<file path="src/rtl/instr_assembler_if.sv">
// Field-input handshake and instruction-memory write port of instr_assembler.
// master: loader side driving fields; slave: the assembler.
interface instr_assembler_if #(
    parameter int unsigned ADDR_W = 8
);
    logic              Start;
    logic              InValid;
    logic              InReady;
    logic [2:0]        InKind;
    logic [4:0]        Rs;
    logic [4:0]        Rt;
    logic [4:0]        Rd;
    logic [4:0]        Shamt;
    logic [5:0]        Funct;
    logic [15:0]       Imm;
    logic [25:0]       Target;
    logic              ImWrEn;
    logic [ADDR_W-1:0] ImAddr;
    logic [31:0]       ImWrData;
    logic [ADDR_W:0]   Count;
    logic              Full;
    logic              Error;

    modport master (
        output Start, InValid, InKind, Rs, Rt, Rd, Shamt, Funct, Imm, Target,
        input  InReady, ImWrEn, ImAddr, ImWrData, Count, Full, Error
    );

    modport slave (
        input  Start, InValid, InKind, Rs, Rt, Rd, Shamt, Funct, Imm, Target,
        output InReady, ImWrEn, ImAddr, ImWrData, Count, Full, Error
    );
endinterface

</file>
<file path="src/rtl/instr_assembler.sv">
// Encodes decoded MIPS instruction fields and writes them to consecutive
// instruction-memory words. Define ASM_JAL_EN to make InKind 110 (jal) legal.
module instr_assembler #(
    parameter int unsigned ADDR_W    = 8,
    parameter int unsigned BASE_ADDR = 0
) (
    input  logic               CLK,
    input  logic               RST,
    instr_assembler_if.slave   bus
);
    typedef enum logic [1:0] {
        IDLE  = 2'd0,
        WRITE = 2'd1,
        FULL  = 2'd2
    } state_t;

    localparam logic [ADDR_W-1:0] BASE     = ADDR_W'(BASE_ADDR);
    localparam logic [ADDR_W:0]   FULL_CNT = {1'b1, {ADDR_W{1'b0}}};

    state_t            state_q, state_d;
    logic [ADDR_W-1:0] addr_q, addr_d;
    logic [ADDR_W:0]   count_q, count_d;
    logic [31:0]       data_q, data_d;
    logic              error_q, error_d;

    logic [31:0]       enc_word;
    logic              enc_legal;

    always_comb begin
        enc_word  = '0;
        enc_legal = 1'b1;
        case (bus.InKind)
            3'b000: enc_word = {6'b100011, bus.Rs, bus.Rt, bus.Imm};
            3'b001: enc_word = {6'b101011, bus.Rs, bus.Rt, bus.Imm};
            3'b010: enc_word = {6'b000000, bus.Rs, bus.Rt, bus.Rd, bus.Shamt, bus.Funct};
            3'b011: enc_word = {6'b001000, bus.Rs, bus.Rt, bus.Imm};
            3'b100: enc_word = {6'b000100, bus.Rs, bus.Rt, bus.Imm};
            3'b101: enc_word = {6'b000010, bus.Target};
`ifdef ASM_JAL_EN
            3'b110: enc_word = {6'b000011, bus.Target};
`else
            3'b110: enc_legal = 1'b0;
`endif
            default: enc_legal = 1'b0;
        endcase
    end

    // Start overrides everything; a write already on the bus still completes
    // because ImWrEn follows the current state, only the counters are cleared.
    always_comb begin
        state_d = state_q;
        addr_d  = addr_q;
        count_d = count_q;
        data_d  = data_q;
        error_d = error_q;
        if (bus.Start) begin
            state_d = IDLE;
            addr_d  = BASE;
            count_d = '0;
            error_d = 1'b0;
        end else begin
            case (state_q)
                IDLE: begin
                    if (bus.InValid) begin
                        if (enc_legal) begin
                            data_d  = enc_word;
                            state_d = WRITE;
                        end else begin
                            error_d = 1'b1;
                        end
                    end
                end
                WRITE: begin
                    addr_d  = addr_q + ADDR_W'(1);
                    count_d = count_q + (ADDR_W+1)'(1);
                    state_d = (count_d == FULL_CNT) ? FULL : IDLE;
                end
                FULL: state_d = FULL;
                default: state_d = IDLE;
            endcase
        end
    end

    always_ff @(posedge CLK or negedge RST) begin
        if (!RST) begin
            state_q <= IDLE;
            addr_q  <= BASE;
            count_q <= '0;
            data_q  <= '0;
            error_q <= 1'b0;
        end else begin
            state_q <= state_d;
            addr_q  <= addr_d;
            count_q <= count_d;
            data_q  <= data_d;
            error_q <= error_d;
        end
    end

    assign bus.InReady  = (state_q == IDLE);
    assign bus.ImWrEn   = (state_q == WRITE);
    assign bus.ImAddr   = addr_q;
    assign bus.ImWrData = data_q;
    assign bus.Count    = count_q;
    assign bus.Full     = (count_q == FULL_CNT);
    assign bus.Error    = error_q;
endmodule

</file>
<file path="src/flat_wrapper.sv">
// flat-port wrapper written by rule: the top's interface ports become plain ports
module instr_assembler_flat 
#(
    parameter int unsigned ADDR_W    = 8,
    parameter int unsigned BASE_ADDR = 0
)
  (CLK, RST, bus_Start, bus_InValid, bus_InKind, bus_Rs, bus_Rt, bus_Rd, bus_Shamt, bus_Funct, bus_Imm, bus_Target, bus_InReady, bus_ImWrEn, bus_ImAddr, bus_ImWrData, bus_Count, bus_Full, bus_Error);
  instr_assembler_if #(.ADDR_W(ADDR_W)) bus_i ();
  input  logic CLK;
  input  logic RST;
  input wire logic [$bits(bus_i.Start)-1:0] bus_Start;
  input wire logic [$bits(bus_i.InValid)-1:0] bus_InValid;
  input wire logic [$bits(bus_i.InKind)-1:0] bus_InKind;
  input wire logic [$bits(bus_i.Rs)-1:0] bus_Rs;
  input wire logic [$bits(bus_i.Rt)-1:0] bus_Rt;
  input wire logic [$bits(bus_i.Rd)-1:0] bus_Rd;
  input wire logic [$bits(bus_i.Shamt)-1:0] bus_Shamt;
  input wire logic [$bits(bus_i.Funct)-1:0] bus_Funct;
  input wire logic [$bits(bus_i.Imm)-1:0] bus_Imm;
  input wire logic [$bits(bus_i.Target)-1:0] bus_Target;
  output wire logic [$bits(bus_i.InReady)-1:0] bus_InReady;
  output wire logic [$bits(bus_i.ImWrEn)-1:0] bus_ImWrEn;
  output wire logic [$bits(bus_i.ImAddr)-1:0] bus_ImAddr;
  output wire logic [$bits(bus_i.ImWrData)-1:0] bus_ImWrData;
  output wire logic [$bits(bus_i.Count)-1:0] bus_Count;
  output wire logic [$bits(bus_i.Full)-1:0] bus_Full;
  output wire logic [$bits(bus_i.Error)-1:0] bus_Error;
  assign bus_i.Start = bus_Start;
  assign bus_i.InValid = bus_InValid;
  assign bus_i.InKind = bus_InKind;
  assign bus_i.Rs = bus_Rs;
  assign bus_i.Rt = bus_Rt;
  assign bus_i.Rd = bus_Rd;
  assign bus_i.Shamt = bus_Shamt;
  assign bus_i.Funct = bus_Funct;
  assign bus_i.Imm = bus_Imm;
  assign bus_i.Target = bus_Target;
  assign bus_InReady = bus_i.InReady;
  assign bus_ImWrEn = bus_i.ImWrEn;
  assign bus_ImAddr = bus_i.ImAddr;
  assign bus_ImWrData = bus_i.ImWrData;
  assign bus_Count = bus_i.Count;
  assign bus_Full = bus_i.Full;
  assign bus_Error = bus_i.Error;
  instr_assembler #(.ADDR_W(ADDR_W), .BASE_ADDR(BASE_ADDR)) u_core (.CLK(CLK), .RST(RST), .bus(bus_i));
endmodule
</file>
<file path="config.mk">
export PLATFORM = sky130hd
export DESIGN_NAME = instr_assembler_flat
export DESIGN_NICKNAME = d
export VERILOG_FILES = /design/src/rtl/instr_assembler_if.sv /design/src/rtl/instr_assembler.sv /design/src/flat_wrapper.sv
export SDC_FILE = /design/constraint.sdc
export NUM_CORES = 1
export LEC_CHECK = 0
export BUFFER_PORTS_ARGS = -buffer_cell sky130_fd_sc_hd__buf_2
export CAP_MARGIN = 20
export CORE_ASPECT_RATIO = 1.2
export CORE_MARGIN = 2
export CORE_UTILIZATION = 35
export DETAILED_ROUTE_END_ITERATION = 10
export PLACE_DENSITY = 0.59
export SLEW_MARGIN = 25
export SYNTH_ARGS = -nofsm -noshare
export SYNTH_HDL_FRONTEND = slang
export SYNTH_SLANG_ARGS = --single-unit
</file>
<file path="constraint.sdc">
create_clock -name CLK -period 2.1 [get_ports CLK]
set_input_delay 0.21 -clock CLK [delete_from_list [all_inputs] [get_ports CLK]]
set_output_delay 0.21 -clock CLK [all_outputs]
set_load 0.01 [all_outputs]
</file>
Word level (Yosys, flattened, before mapping)
Cells that the tools add are included.
{ "totals": {"ff_bits": 52, "in_bits": 75, "output_inout_bits": 53, "elab_cells": 44} }
{ "op_classes": {"addsub": 2, "n_eq_ne": 12, "n_mux": 15, "bitwise": 1, "n_reduce_logical": 9} }
{ "op_table": {"columns": ["op", "count"], "rows": [
  ["one-hot mux 32 bit (6 select lines)", 1],
  ["== test 9 bit (second input constant)", 2],
  ["2-to-1 mux 9 bit", 2],
  ["2-to-1 mux 8 bit", 2],
  ["adder 9 x 1 -> 9 bit (second input constant)", 1],
  ["adder 8 x 1 -> 8 bit (second input constant)", 1],
  ["2-to-1 mux 2 bit", 4],
  ["== test 3 x 2 -> 1 bit (second input constant)", 2],
  ["== test 3 bit (second input constant)", 2],
  ["one-hot mux 2 bit (3 select lines)", 1],
  ["nonzero test 2 bit", 3],
  ["OR reduction 6 bit", 1],
  ["2-to-1 mux 1 bit", 5],
  ["AND reduction 4 bit", 1],
  ["== test 3 x 1 -> 1 bit (second input constant)", 1],
  ["logical NOT 3 bit", 1],
  ["inequality test 3 x 2 -> 1 bit (second input constant)", 1],
  ["inequality test 3 bit (second input constant)", 1],
  ["AND reduction 3 bit", 1],
  ["== test 2 x 1 -> 1 bit (second input constant)", 1],
  ["== test 2 bit (second input constant)", 1],
  ["logical NOT 2 bit", 1],
  ["inequality test 2 bit (second input constant)", 1],
  ["AND reduction 2 bit", 1],
  ["NOT 1 bit", 1]
]} }

Logic depth before layout (Yosys ltp)
{ "depth": {"word_depth": 7, "ltp_mapped": 7, "depth_no_buf": 5} }

Least setup slack after synthesis
Ideal clock, no wire load.
{ "synth_timing": {"path_type": "flip-flop to flip-flop", "startpoint": "register u_core.state_q[0]", "endpoint": "register u_core.data_q[16] (netlist: u_core.bus.ImWrData[16])", "setup_ns": 0.123, "arrival_ns": 1.562, "t_required_ns": 1.977, "setup_slack_ns": 0.416, "path_stages_with_launch": 7, "n_path_buf": 2, "synth_period_minus_slack_ns": 1.684, "cell_sequence": "dfrtp_1 > or4b_4 > nand2b_4 > buf_6 > buf_6 > a221oi_2 > nor2_1"} }
{ "synth_via": {"elab_chain_len": 2} }
{ "synth_lines": {"columns": ["item", "line_no", "text"], "rows": [
  ["from (decl)", "instr_assembler.sv:20", "state_t state_q, state_d;"],
  ["from (signal assigned)", "instr_assembler.sv:92", "state_q <= state_d;"],
  ["logical NOT 2 bit", "instr_assembler.sv:62", "case (state_q)"],
  ["AND reduction 4 bit (no source line)", null, null],
  ["to (signal assigned)", "instr_assembler.sv:95", "data_q <= data_d;"],
  ["to (decl)", "instr_assembler.sv:23", "logic [31:0] data_q, data_d;"]
]} }
Every way passes these cells.
A chain may end at the register's enable or synchronous reset.

Worst setup path after layout
{ "layout_timing": {"startpoint": "register u_core.state_q[0]", "endpoint": "register u_core.data_q[3] (netlist: u_core.bus.ImWrData[3])"} }
Same word-level chain as after synthesis.

==> key figures <==
Critical path
  – Largest stage delay, worst path: 570 ps
  – CP Class: flip-flop to flip-flop
  – CP Launch Type: flip-flop
  – Req. time, crit path: 2350 ps
  – Slowest cell on the critical path: or4b_4
  – Worst Path Max Fanout: 20
  – Critical path, cell by cell: or4b_4, nand2b_4, buf_4, a211oi_1, a21o_1
  – CP top delay family: simple AND/OR/NAND/NOR gates
  – CP Buf/Inv Count: 1
  – Crit end category: flip-flop
  – CP arrival: 2170 ps

Die
  – Site Rows: 35
  – Core area: 7710 um^2
  – Num ports: 128
  – Initial Util: 0.361
  – DIE AREA: 8690 um^2
  – Die X: 85.4 um
  – Chip Height: 102 um

Clock network
  – Clock root cell: clkbuf_8
  – CTS buffer count: 5
  – Post-CTS setup buffer count: 0
  – H-tree Lvls: 2
  – Hold Buf Count CTS: 1
  – Worst-path clk slew: 90 ps
  – Clock Tree Buf Depth: 2
  – CTS tree: yes
  – Clk_lat worst skew: 310 ps
  – Post-CTS Resized: 0
  – Clock Sinks: 50

STA
  – Hold Fails Final Rpt: 0
  – Sum of negative setup slack: 0 ps
  – Period utilization: 0.916
  – Fmax: 520 MHz
  – RSZ-0062 raised after global routing: false
  – Worst-Margin Slew: 678 ps
  – Min Tclk post-route: 1920 ps
  – Relative slew slack: 0.546
  – Max-slew violations: 0
  – Setup violations, final: 0
  – Clk_skew: 8.38 ps

Synthesis
  – Ys flop type: dfrtp_1
  – Synth Register Bits: 50
  – Synthesized area: 2790 um^2
  – Synth cell types: 37
  – Syn avg cell area: 9.60 um^2
  – Syn. warnings: 0
  – Syn Inst Count: 290
  – Seq/Total Area, Yosys: 0.449
  – Mapped Nets: 368
  – EDFF count, synth: 0
  – Asr flop ratio synth: 1.00

Global route
  – Total congestion overflow: 0
  – GRT Util Overall: 0.180
  – Vias in the first global route: 2459
  – First-pass GRT wire length: 12400 um
  – Largest net degree at the start of global routing: 21
  – Initial antenna violation count: 0

Finish
  – Ratio of cells with drive above 1 in the final layout: 0.387
  – Final nets: 488
  – FILL cells: 771
  – FF+latch area: 1250 um^2
  – Final Instance Count excl. Fillers: 503
  – Area occupied by multi-input gates: 1380 um^2
  – Ant. Diodes: 0
  – Area grow syn2layout: 29.0%

Routing
  – DR iter-0 viols: 98
  – Drt drc: 0
  – Via density: 5.27
  – Met3 wire len: 399 um
  – Wire length on met1: 3440 um
  – Post-route ant nets: 0
  – Met2 Routed Length: 3700 um
  – Routed WL per cell: 15.4 um
  – DR top layer: met4
  – DRT Pass-1 Iters: 4
  – Drt total wl: 7740 um
  – Via count: 2649

Worst hold path
  – Hold/Removal Path Class: input pin to flip-flop

Pwr
  – Power Density: 665 nW/um^2
  – Peak supply drop: 0.000399 V
  – Static leakage: 1.83 nW

Placement
  – Placed cells: 494
  – Routability Congestion: 0.770
  – Port-buffer cells: 126
  – DP HPWL: 5700 um

Run status
  – Status: completed

Run
  – Max Cap Viol: 0
## Yosys cell counts (all sizes together) (5+ instances only)
cell / number / area share
dfrtp: 50 / 0.45
nor2: 37 / 0.050
a221oi: 26 / 0.10
a21oi: 21 / 0.038
nor2b: 19 / 0.043
a211oi: 16 / 0.043
a21o: 16 / 0.043
nand2: 16 / 0.022
clkbuf: 13 / 0.018
buf: 11 / 0.029
o21ai: 9 / 0.018
xor2: 9 / 0.028
inv: 7 / 0.0094
nand4: 7 / 0.016
nor3: 5 / 0.0090
xnor2: 5 / 0.016
## tightest hold or removal path, delay by kind of cell
family                 cells  cell delay (ps)
and+or+nand+nor            1               70
AOI/OAI and AO/OA          1               50
buffers and inverters      1               80
## layout make-up
| type | instances | area share |
|---|---|---|
| Sequential cell | 50 | 0.348 |
| Multi-Input combinational cell | 209 | 0.384 |
| Inverter | 7 | 0.00731 |
| Timing Repair Buffer | 137 | 0.199 |
| Clock buffer | 7 | 0.0268 |
| Clock inverter | 1 | 0.00244 |
| Tap cell | 92 | 0.0320 |
## sequential cells by signal, summed over array words and instances, names as in the netlist
| name | count |
|---|---|
| u_core.bus.ImAddr | 8 |
| u_core.state_q | 2 |
| u_core.bus.ImWrData | 30 |
| u_core.bus.Count | 9 |
| u_core.bus.Error | 1 |
## power by group
group	total (mW)	leakage, nW	internal [mW]	switching (mW)
clock network	0.633	0.0544	0.303	0.330
logic	0.587	1.13	0.269	0.318
registers	1.17	0.643	1.09	0.0783
total	2.39	1.83	1.66	0.726
## stage by stage
step	cell area [um^2]	util	hold slack, ps	worst slack (ps)	total power [mW]
2_1_floorplan	2790	-	-85.6	416	1.49
3_3_place_gp	3470	0.451	138	150	1.77
3_5_place_dp	3480	0.451	137	168	1.78
4_1_cts	3590	0.466	133	166	2.43
5_1_grt	3590	0.466	141	53.0	2.52
6_report	3590	0.466	148	176	2.39
## routing by layer
| layer | up-vias | global-route usage |
|---|---|---|
| met5 | - | 0 |
| li1 | 1280 | - |
| met4 | 0 | 0.0672 |
| met3 | 17 | 0.0302 |
| met1 | 1267 | 0.246 |
| met2 | 85 | 0.288 |
## placed cells by master, fill, tap and decap left out, drive strengths merged
| cell | Yosys | routed |
|---|---|---|
| dfrtp | 50 | 50 |
| inv | 7 | 7 |
| or3 | 2 | 2 |
| xnor2 | 5 | 5 |
| o22ai | 1 | 1 |
| nor2 | 37 | 37 |
| a2bb2oi | 1 | 1 |
| a21o | 16 | 16 |
| a211oi | 16 | 16 |
| or2b | 1 | 1 |
| nand4 | 7 | 7 |
| ha | 3 | 3 |
| or4b | 1 | 1 |
| nor3 | 5 | 5 |
| and3 | 2 | 2 |
| conb | 1 | 1 |
| nand2 | 16 | 16 |
| clkbuf | 13 | 7 |
| nor2b | 19 | 19 |
| a22o | 1 | 1 |
| nand4b | 1 | 1 |
| a21oi | 21 | 21 |
| o41ai | 1 | 1 |
| xor2 | 9 | 9 |
| buf | 11 | 136 |
| dlygate4sd3 | 0 | 1 |
| nand3 | 3 | 3 |
| and2 | 2 | 2 |
| clkinv | 0 | 1 |
| a221oi | 26 | 26 |
| nand2b | 3 | 3 |
| o21ai | 9 | 9 |
## path summary, 6_finish.rpt
kind / from / slack (ps) / to / cells after the start
max: u_core.state_q[0]$_DFFE_PN0P_ / 180 / u_core.bus.ImWrData[3]$_DFFE_PN0P_ / 5
min: bus_Rs[4] / 150 / u_core.bus.ImWrData[25]$_DFFE_PN0P_ / 3
max reg2reg: u_core.state_q[0]$_DFFE_PN0P_ / 180 / u_core.bus.ImWrData[3]$_DFFE_PN0P_ / 5
min reg2reg: u_core.bus.ImWrData[29]$_DFFE_PN0P_ / 480 / u_core.bus.ImWrData[29]$_DFFE_PN0P_ / 2
max in group asynchronous: RST / 1170 / u_core.bus.ImWrData[1]$_DFFE_PN0P_ / 3
min in group asynchronous: RST / 350 / u_core.bus.Count[4]$_DFFE_PN0P_ / 2
## kinds of logic (layout without fill, tap and decap cells)
kind of cell | after synthesis | in the layout | synth area share
compound gates | 92 | 92 | 0.257
flops | 50 | 50 | 0.449
simple gates | 99 | 99 | 0.178
xor+xnor | 14 | 14 | 0.0440
other cells | 1 | 1 | 0.00135
buf+inv | 31 | 152 | 0.0566
fa+ha+maj | 3 | 3 | 0.0135
Note: power is estimated with default switching activity, not from simulation.
